## src/rtl/servo_pkg.sv

```systemverilog
// Shared constants and state type for the servo PWM generator.
package servo_pkg;

  // Default timing, in divided-clock ticks (~128 kHz tick).
  localparam int unsigned FRAME_TICKS     = 2558;  // ~20 ms frame
  localparam int unsigned MIN_PULSE_TICKS = 128;   // ~1 ms at position 0
  localparam int unsigned MAX_POS         = 128;   // ~2 ms at MAX_POS
  localparam int unsigned POS_WIDTH       = 8;
  localparam int unsigned RESET_POS       = 64;    // centre
  localparam int unsigned SLEW_STEP       = 4;

  typedef enum logic [1:0] {
    IDLE,
    HIGH,
    LOW
  } servo_state_e;

endpackage

```

## src/rtl/servo_tick_detect.sv

```systemverilog
// Rising-edge detector for the divided-clock level from the upstream divider.
module servo_tick_detect (
  input  logic clock,
  input  logic reset_n,
  input  logic tick_in,
  output logic tick_pulse
);

  logic tick_prev_q;

  // Remember last cycle's tick level.
  always_ff @(posedge clock) begin
    if (!reset_n) begin
      tick_prev_q <= 1'b0;
    end else begin
      tick_prev_q <= tick_in;
    end
  end

  assign tick_pulse = tick_in & ~tick_prev_q;

endmodule

```

## src/rtl/servo_pwm_generator.sv

```systemverilog
// RC servo PWM generator. Position commands are buffered in a one-entry
// pending register and applied only on frame boundaries.
// Optional feature: define SERVO_SLEW_LIMIT_EN to limit the per-frame
// position change to SLEW_STEP.
module servo_pwm_generator #(
  parameter int unsigned FRAME_TICKS     = servo_pkg::FRAME_TICKS,
  parameter int unsigned MIN_PULSE_TICKS = servo_pkg::MIN_PULSE_TICKS,
  parameter int unsigned MAX_POS         = servo_pkg::MAX_POS,
  parameter int unsigned POS_WIDTH       = servo_pkg::POS_WIDTH,
  parameter int unsigned RESET_POS       = servo_pkg::RESET_POS,
  parameter int unsigned SLEW_STEP       = servo_pkg::SLEW_STEP
) (
  input  logic                 clock,
  input  logic                 reset_n,
  input  logic                 tick_in,
  input  logic [POS_WIDTH-1:0] pos_data,
  input  logic                 pos_valid,
  output logic                 pos_ready,
  output logic                 pwm_out,
  output logic                 frame_start,
  output logic [POS_WIDTH-1:0] cur_pos
);

  import servo_pkg::*;

  localparam int unsigned CntW = $clog2(FRAME_TICKS);

  logic tick_pulse;

  servo_tick_detect u_tick_detect (
    .clock      (clock),
    .reset_n    (reset_n),
    .tick_in    (tick_in),
    .tick_pulse (tick_pulse)
  );

  servo_state_e         state_q, state_d;
  logic [CntW-1:0]      tick_cnt_q, tick_cnt_d;
  logic [CntW-1:0]      pulse_ticks_q, pulse_ticks_d;
  logic [POS_WIDTH-1:0] pending_q, pending_d;
  logic [POS_WIDTH-1:0] target_q, target_d;
  logic [POS_WIDTH-1:0] cur_pos_q, cur_pos_d;
  logic                 pending_valid_q, pending_valid_d;
  logic                 pwm_q, frame_start_q;
  logic                 boundary;
  logic                 accept;
  logic [POS_WIDTH-1:0] pos_sat;

  // Held low during reset so no command is accepted while state is clearing.
  assign pos_ready = reset_n & ~pending_valid_q;
  assign accept    = pos_valid & pos_ready;
  assign pos_sat   = (pos_data > POS_WIDTH'(MAX_POS)) ? POS_WIDTH'(MAX_POS) : pos_data;

`ifdef SERVO_SLEW_LIMIT_EN
  function automatic logic [POS_WIDTH-1:0] slew_toward(input logic [POS_WIDTH-1:0] cur,
                                                       input logic [POS_WIDTH-1:0] tgt);
    if (tgt > cur) begin
      return ((tgt - cur) > POS_WIDTH'(SLEW_STEP)) ? cur + POS_WIDTH'(SLEW_STEP) : tgt;
    end else begin
      return ((cur - tgt) > POS_WIDTH'(SLEW_STEP)) ? cur - POS_WIDTH'(SLEW_STEP) : tgt;
    end
  endfunction
`else
  logic unused_slew_step;
  assign unused_slew_step = ^SLEW_STEP;
`endif

  // Next-state: frame sequencing, pending buffer and boundary updates.
  always_comb begin
    state_d         = state_q;
    tick_cnt_d      = tick_cnt_q;
    pulse_ticks_d   = pulse_ticks_q;
    pending_d       = pending_q;
    pending_valid_d = pending_valid_q;
    target_d        = target_q;
    cur_pos_d       = cur_pos_q;
    boundary        = 1'b0;

    if (tick_pulse) begin
      unique case (state_q)
        IDLE: begin
          boundary = 1'b1;
          state_d  = HIGH;
        end
        HIGH: begin
          tick_cnt_d = tick_cnt_q + CntW'(1);
          if ((tick_cnt_q + CntW'(1)) == pulse_ticks_q) begin
            state_d = LOW;
          end
        end
        LOW: begin
          if (tick_cnt_q == CntW'(FRAME_TICKS - 1)) begin
            boundary = 1'b1;
            state_d  = HIGH;
          end else begin
            tick_cnt_d = tick_cnt_q + CntW'(1);
          end
        end
        default: state_d = IDLE;
      endcase
    end

    if (boundary) begin
      tick_cnt_d = '0;
      if (pending_valid_q) begin
        target_d        = pending_q;
        pending_valid_d = 1'b0;
      end
`ifdef SERVO_SLEW_LIMIT_EN
      cur_pos_d = slew_toward(cur_pos_q, target_d);
`else
      cur_pos_d = target_d;
`endif
      pulse_ticks_d = CntW'(MIN_PULSE_TICKS) + CntW'(cur_pos_d);
    end

    // A boundary in the same cycle only saw the old (empty) buffer.
    if (accept) begin
      pending_d       = pos_sat;
      pending_valid_d = 1'b1;
    end
  end

  // State registers with synchronous active-low reset.
  always_ff @(posedge clock) begin
    if (!reset_n) begin
      state_q         <= IDLE;
      tick_cnt_q      <= '0;
      pulse_ticks_q   <= CntW'(MIN_PULSE_TICKS + RESET_POS);
      pending_q       <= '0;
      pending_valid_q <= 1'b0;
      target_q        <= POS_WIDTH'(RESET_POS);
      cur_pos_q       <= POS_WIDTH'(RESET_POS);
      pwm_q           <= 1'b0;
      frame_start_q   <= 1'b0;
    end else begin
      state_q         <= state_d;
      tick_cnt_q      <= tick_cnt_d;
      pulse_ticks_q   <= pulse_ticks_d;
      pending_q       <= pending_d;
      pending_valid_q <= pending_valid_d;
      target_q        <= target_d;
      cur_pos_q       <= cur_pos_d;
      pwm_q           <= (state_d == HIGH);
      frame_start_q   <= boundary;
    end
  end

  assign pwm_out     = pwm_q;
  assign frame_start = frame_start_q;
  assign cur_pos     = cur_pos_q;

endmodule

```

## config.mk

```make
export PLATFORM = sky130hd
export DESIGN_NAME = servo_pwm_generator
export DESIGN_NICKNAME = d
export VERILOG_FILES = /design/src/rtl/servo_pkg.sv /design/src/rtl/servo_tick_detect.sv /design/src/rtl/servo_pwm_generator.sv
export SDC_FILE = /design/constraint.sdc
export NUM_CORES = 1
export LEC_CHECK = 0
export BUFFER_PORTS_ARGS = -buffer_cell sky130_fd_sc_hd__buf_2
export CORE_MARGIN = 4
export CORE_UTILIZATION = 51
export DETAILED_ROUTE_END_ITERATION = 16
export GPL_ROUTABILITY_DRIVEN = 0
export GPL_TIMING_DRIVEN = 0
export PLACE_DENSITY = 0.84
export SETUP_SLACK_MARGIN = 0.15
export SYNTH_ARGS = -nofsm -noshare
export SYNTH_HDL_FRONTEND = slang
export SYNTH_SLANG_ARGS = --single-unit
```

## constraint.sdc

```tcl
create_clock -name clock -period 2.1 [get_ports clock]
set_input_delay 0.21 -clock clock [delete_from_list [all_inputs] [get_ports clock]]
set_output_delay 0.21 -clock clock [all_outputs]
set_load 0.005 [all_outputs]
```

# Yosys cells after proc, flatten, opt, wreduce, memory -nomap -nowiden

Cells that the tools add are included.

Output and inout port bits: 11
Logic and storage cells: 43
Flip-flop bits (word level): 46

Bitwise logic cells: 6
Reduce and logical (&&, ||, !) cells: 5
Equal/unequal tests: 6
Mux-type cells: 14
Order comparisons: 1
Add/subtract/negate cells: 2

Operator list:

| kind                                                  | count |
|---|---|
| two-way mux 8 bit                                     | 3 |
| one-hot mux 12 bit (2 select lines)                   | 1 |
| adder 12 x 1 -> 12 bit (second input constant)        | 1 |
| == test 12 bit                                        | 1 |
| == test 12 bit (second input constant)                | 1 |
| two-way mux 12 bit                                    | 1 |
| adder 8 x 8 -> 9 bit (first input constant)           | 1 |
| greater-than comparator 8 bit (second input constant) | 1 |
| two-way mux 2 bit                                     | 3 |
| one-hot mux 2 bit (3 select lines)                    | 1 |
| == test 2 x 1 -> 1 bit (second input constant)        | 2 |
| two-way mux 1 bit                                     | 4 |
| nonzero test 2 bit                                    | 2 |
| bitwise AND 1 bit                                     | 3 |
| inverter 1 bit                                        | 3 |
| AND reduction 3 bit                                   | 1 |
| == test 2 bit (second input constant)                 | 1 |
| zero test 2 bit                                       | 1 |
| != test 2 bit (second input constant)                 | 1 |
| one-hot mux 1 bit (2 select lines)                    | 1 |
| OR reduction 2 bit                                    | 1 |

# Longest topological paths before layout

Word-level depth: 6
Mapped depth: 9
Gate-level depth less buffers: 8

# Cells and area by module

From an unflattened synthesis, not the netlist that was laid out.

Cell total of the unflattened synthesis: 227
Area total of the unflattened synthesis: 1,904.3 µm²

By module, submodules not included:

| module              | instances | seq. area each (µm²) | area each (µm²) | cells each |
|---|---|---|---|---|
| servo_pwm_generator | 1         | 680.7                | 1,864.3         | 224 |
| servo_tick_detect   | 1         | 20.0                 | 40.0            | 3 |

# Least setup slack after synthesis

No wires, ideal clock.

Kind: reg-to-reg
Start: register tick_cnt_q[1]
End: register pwm_q, in the netlist pwm_out
Required time: 1.984 ns
Setup time: 0.116 ns
Setup slack: 0.041 ns
Path buffers: 0
Data arrival time: 1.943 ns
Clock period less this slack: 2.059 ns
Cell stages (with the launch flop): 8
Path through: dfxtp_1 inv_1 ha_1 xnor2_1 or4_1 nor4_2 nand3_1 a31o_1

Longest elaborated chain between the ends: 6

RTL lines:

| element                              | RTL line                   | RTL |
|---|---|---|
| start, declared                      | servo_pwm_generator.sv:38  | `logic [CntW-1:0] tick_cnt_q, tick_cnt_d;` |
| start signal, assigned               | servo_pwm_generator.sv:138 | `tick_cnt_q <= tick_cnt_d;` |
| adder 12 x 1 -> 12 bit               | servo_pwm_generator.sv:87  | `if ((tick_cnt_q + CntW'(1)) == pulse_ticks_q) begin` |
| == test 12 bit                       | servo_pwm_generator.sv:87  |  |
| two-way mux 2 bit                    | servo_pwm_generator.sv:87  |  |
| one-hot mux 2 bit (3 select lines) * | servo_pwm_generator.sv:80  | `unique case (state_q)` |
| two-way mux 2 bit *                  | servo_pwm_generator.sv:79  | `if (tick_pulse) begin` |
| == test 2 x 1 -> 1 bit *             | servo_pwm_generator.sv:144 | `pwm_q <= (state_d == HIGH);` |
| end signal, assigned                 | servo_pwm_generator.sv:144 |  |
| end, declared                        | servo_pwm_generator.sv:44  | `logic pwm_q, frame_start_q;` |

Every way passes the cells marked *; elsewhere a longest branch is shown, timed or not.
A chain may end at the register's enable or synchronous reset.

# Worst setup path after layout

Start: register tick_cnt_q[3]
End: register state_q[0]

Longest elaborated chain between the ends: 5

RTL lines:

| element                              | RTL line                   | RTL |
|---|---|---|
| adder 12 x 1 -> 12 bit               | servo_pwm_generator.sv:87  |  |
| == test 12 bit                       | servo_pwm_generator.sv:87  |  |
| two-way mux 2 bit                    | servo_pwm_generator.sv:87  |  |
| one-hot mux 2 bit (3 select lines) * | servo_pwm_generator.sv:80  |  |
| two-way mux 2 bit *                  | servo_pwm_generator.sv:79  |  |
| end signal, assigned                 | servo_pwm_generator.sv:137 | `state_q <= state_d;` |
| end, declared                        | servo_pwm_generator.sv:37  | `servo_state_e state_q, state_d;` |

Marks and branches as above.

==> reports/results.tsv <==
metric	value	unit
worst slew slack as a fraction of its limit	67.3	%
number of H-tree branching levels	2	
setup TNS after final layout	-34.4	ps
critical path, cell by cell	buf_6 > xor2_1 > xnor2_1 > or4_4 > nor4_4 > buf_4 > a211oi_2 > o21a_1	
IO Count	23	
post-synthesis cell type count	46	
clock tree from TritonCTS	yes	
cell type with the largest total area after synthesis	sky130_fd_sc_hd__dfxtp_1	
total power divided by cell area	566	mW/mm^2
stage delay of the slowest cell on the critical path	550	ps
wire length of the first global-routing pass	7.56	mm
max-slew violation count	0	
Crit path buffers/inverters	2	
share of cells above drive strength 1	38.1	%
Initial Util	54.1	%
Layout Skew	6.21	ps
1st-iter DRT viols	120	
most frequent cell after synthesis	sky130_fd_sc_hd__dfxtp_1	
most frequently used flop master after synthesis	sky130_fd_sc_hd__dfxtp_1	
die width	68.4	um
Final min period	2130	ps
Worst Tran Pin Value	491	ps
die span in y	68.4	um
number of buffers added by the clock tree synthesis step	5	
post-synthesis cell area	0.00186	sq mm
multi-input logic area	0.00115	sq mm
crit path launch type	flop	
data arrival time of the worst path	2310	ps
Max Clock Freq	0.470	GHz
unrepaired setup endpoints after global routing	true	
ANT cells	0	
failing checks	negative setup slack	
Synth top cells by count	35 x sky130_fd_sc_hd__dfxtp_1, 27 x sky130_fd_sc_hd__nand2_1, 22 x sky130_fd_sc_hd__nand3_1, 16 x sky130_fd_sc_hd__nor2_1, 12 x sky130_fd_sc_hd__xnor2_1	
class of the most critical hold timing path	in -> reg	
area growth from synthesis to layout	33.2	%
dpl hpwl	2.83	mm
portion of the clock cycle consumed by the worst path in the final layout	101	%
sequential area share after synthesis	37.6	%
leakage power of the design	0.000968	uW
count of flip-flops with a built-in enable after synthesis	0	
CTS Root Cell	sky130_fd_sc_hd__clkbuf_8	
total routing usage reported by global routing	22.3	%
setup-violating endpoint count in the final report	2	
via count normalized by instance count	5.67	
result of the run	complete, but fails checks	
reported max-cap violation count	0	
post-route design area	0.00248	sq mm
Routed WL	5.42	mm
number of filler cells placed in the layout	236	
CTS Buffer Depth	2	
initial antenna violation count	0	
remaining routing DRC violations	0	
Yosys warning count	0	
fraction of registers with async set/reset	0	%
Placed Area	0.00203	sq mm
IO Port Bufs	22	
Crit-path slowest cell	sky130_fd_sc_hd__or4_4	
combined flip-flop and latch cell area	716	sq um
Required @ worst endpoint	2290	ps
Detail Route Antenna Nets	0	
detailed-route via count	1764	
insertion delay of the later-clocked pin in the worst-skew pair	300	ps
number of search-and-repair iterations in the first detailed-routing pass	4	
top cells by area, synth	sky130_fd_sc_hd__dfxtp_1 38%, sky130_fd_sc_hd__nand3_1 5.9%, sky130_fd_sc_hd__xnor2_1 5.6%	
crit path max fanout	7	
number of buffers inserted for hold repair after clock tree synthesis	0	
GRT Residual Overflow	0	
placement row count	21	
synthesized instance count	219	
full die area	0.00468	sq mm
net count after synthesis	233	
fraction of post-synthesis cell area in the top cell type by area	37.6	%
smallest setup slack after layout	-27.3	ps
WS Path Type	reg -> reg	
WL per Instance	17.4	um
largest voltage drop on the vdd net	0.494	mV
number of nets in the final layout	278	
dpl ws	-132	ps
Setup crit end kind	flop	
cell family with most CP delay	simple AND/OR/NAND/NOR gates	
Sinks on Clock Net	35	
Post-Syn Area per Cell	8.50	sq um
via count of the first global-routing pass	1575	
Core Area	0.00344	sq mm
number of synthesized register bits	35	
Hold Fails Final Rpt	0	
pin count of the biggest net entering global routing	12	
clock-pin slew reported for the worst setup and hold paths after clock tree synthesis	80	ps
[area by class of cell]
type | instances | share of cell area, %
Inverter | 7 | 1.06
Timing Repair Buffer | 38 | 11.5
Multi-Input combinational cell | 158 | 46.3
Tap cell | 46 | 2.32
Clock inverter | 2 | 0.505
Sequential cell | 35 | 28.9
Buffer | 19 | 6.51
Clock buffer | 6 | 2.93
[layer usage]
layer  global-route usage (%)  wire length, um
met1                     23.9             2070
met2                     39.9             2910
met3                     5.91              249
met4                     11.2              185
met5                        0                0
[sequential cells by signal (all words and copies together), names as in the netlist]
signal,cells
tick_cnt_q,12
frame_start,1
pending_q,8
pulse_ticks_q,1
cur_pos,8
pending_valid_q,1
state_q,2
pwm_out,1
u_tick_detect.tick_prev_q,1
[cells by family (layout without fill, tap and decap cells)]
family	count (synthesis)	after routing	synth area share, %
and+or+nand+nor	99	99	27.7
DFF	35	35	37.6
AOI/OAI and AO/OA	32	32	12.4
buffers and inverters	26	72	9.00
xor gates and xnor gates	23	23	10.8
adders and majority gates	2	2	1.34
muxes	2	2	1.08
[timing repair]
action | CTS | global route
gates resized for setup | 30 | 28
pin swaps | 6 | 10
buffers inserted | 9 | 5
cloned | 2 | 0
endpoints found under the setup margin | 25 | 25
[per-stage QoR]
step                      total power, uW  hold slack (ps)  std cells  utilization (%)
final                                1400              149        311             72.0
after global routing                 1450              157        311             72.0
after CTS                            1360              159        306             68.0
after detailed placement              852              459        287             59.0
after global placement                848              437        287             59.0
after floorplan                       809              337        219                -
[cells in the final DEF, fill, tap and decap left out, types with 9 or more instances in the layout]
master                     n
sky130_fd_sc_hd__buf_2    22
sky130_fd_sc_hd__buf_4    17
sky130_fd_sc_hd__buf_6    12
sky130_fd_sc_hd__dfxtp_1  29
sky130_fd_sc_hd__nand2_1  26
sky130_fd_sc_hd__nand3_1  18
sky130_fd_sc_hd__nor2_1   11
sky130_fd_sc_hd__o21ai_0   9
sky130_fd_sc_hd__xnor2_1  11
sky130_fd_sc_hd__xor2_1   10
[where the power goes]
group | leakage [uW] | internal [uW] | switching (uW) | total (uW)
Sequential | 0.000288 | 682 | 22.3 | 704
Combinational | 0.000638 | 105 | 104 | 209
Clock | 0.0000412 | 232 | 258 | 490
Total | 0.000968 | 1020 | 384 | 1400
[worst min-delay path: stages]
cell and delay [ps]:
sky130_fd_sc_hd__buf_2 100, sky130_fd_sc_hd__nand2_1 40, sky130_fd_sc_hd__o21ai_0 50
[path summary, 6_finish.rpt]
path,start,slack [ps],cells after the start,to
max,tick_cnt_q[3]$_SDFFE_PP0P_,-30,8,state_q[0]$_SDFF_PN0_
min,pos_data[0],150,3,pending_q[0]$_SDFFE_PN0P_
max reg2reg,tick_cnt_q[3]$_SDFFE_PP0P_,-30,8,state_q[0]$_SDFF_PN0_
min reg2reg,pending_q[1]$_SDFFE_PN0P_,480,2,cur_pos[1]$_SDFFE_PN0P_
No activity file was read; power rests on OpenSTA's default activity.
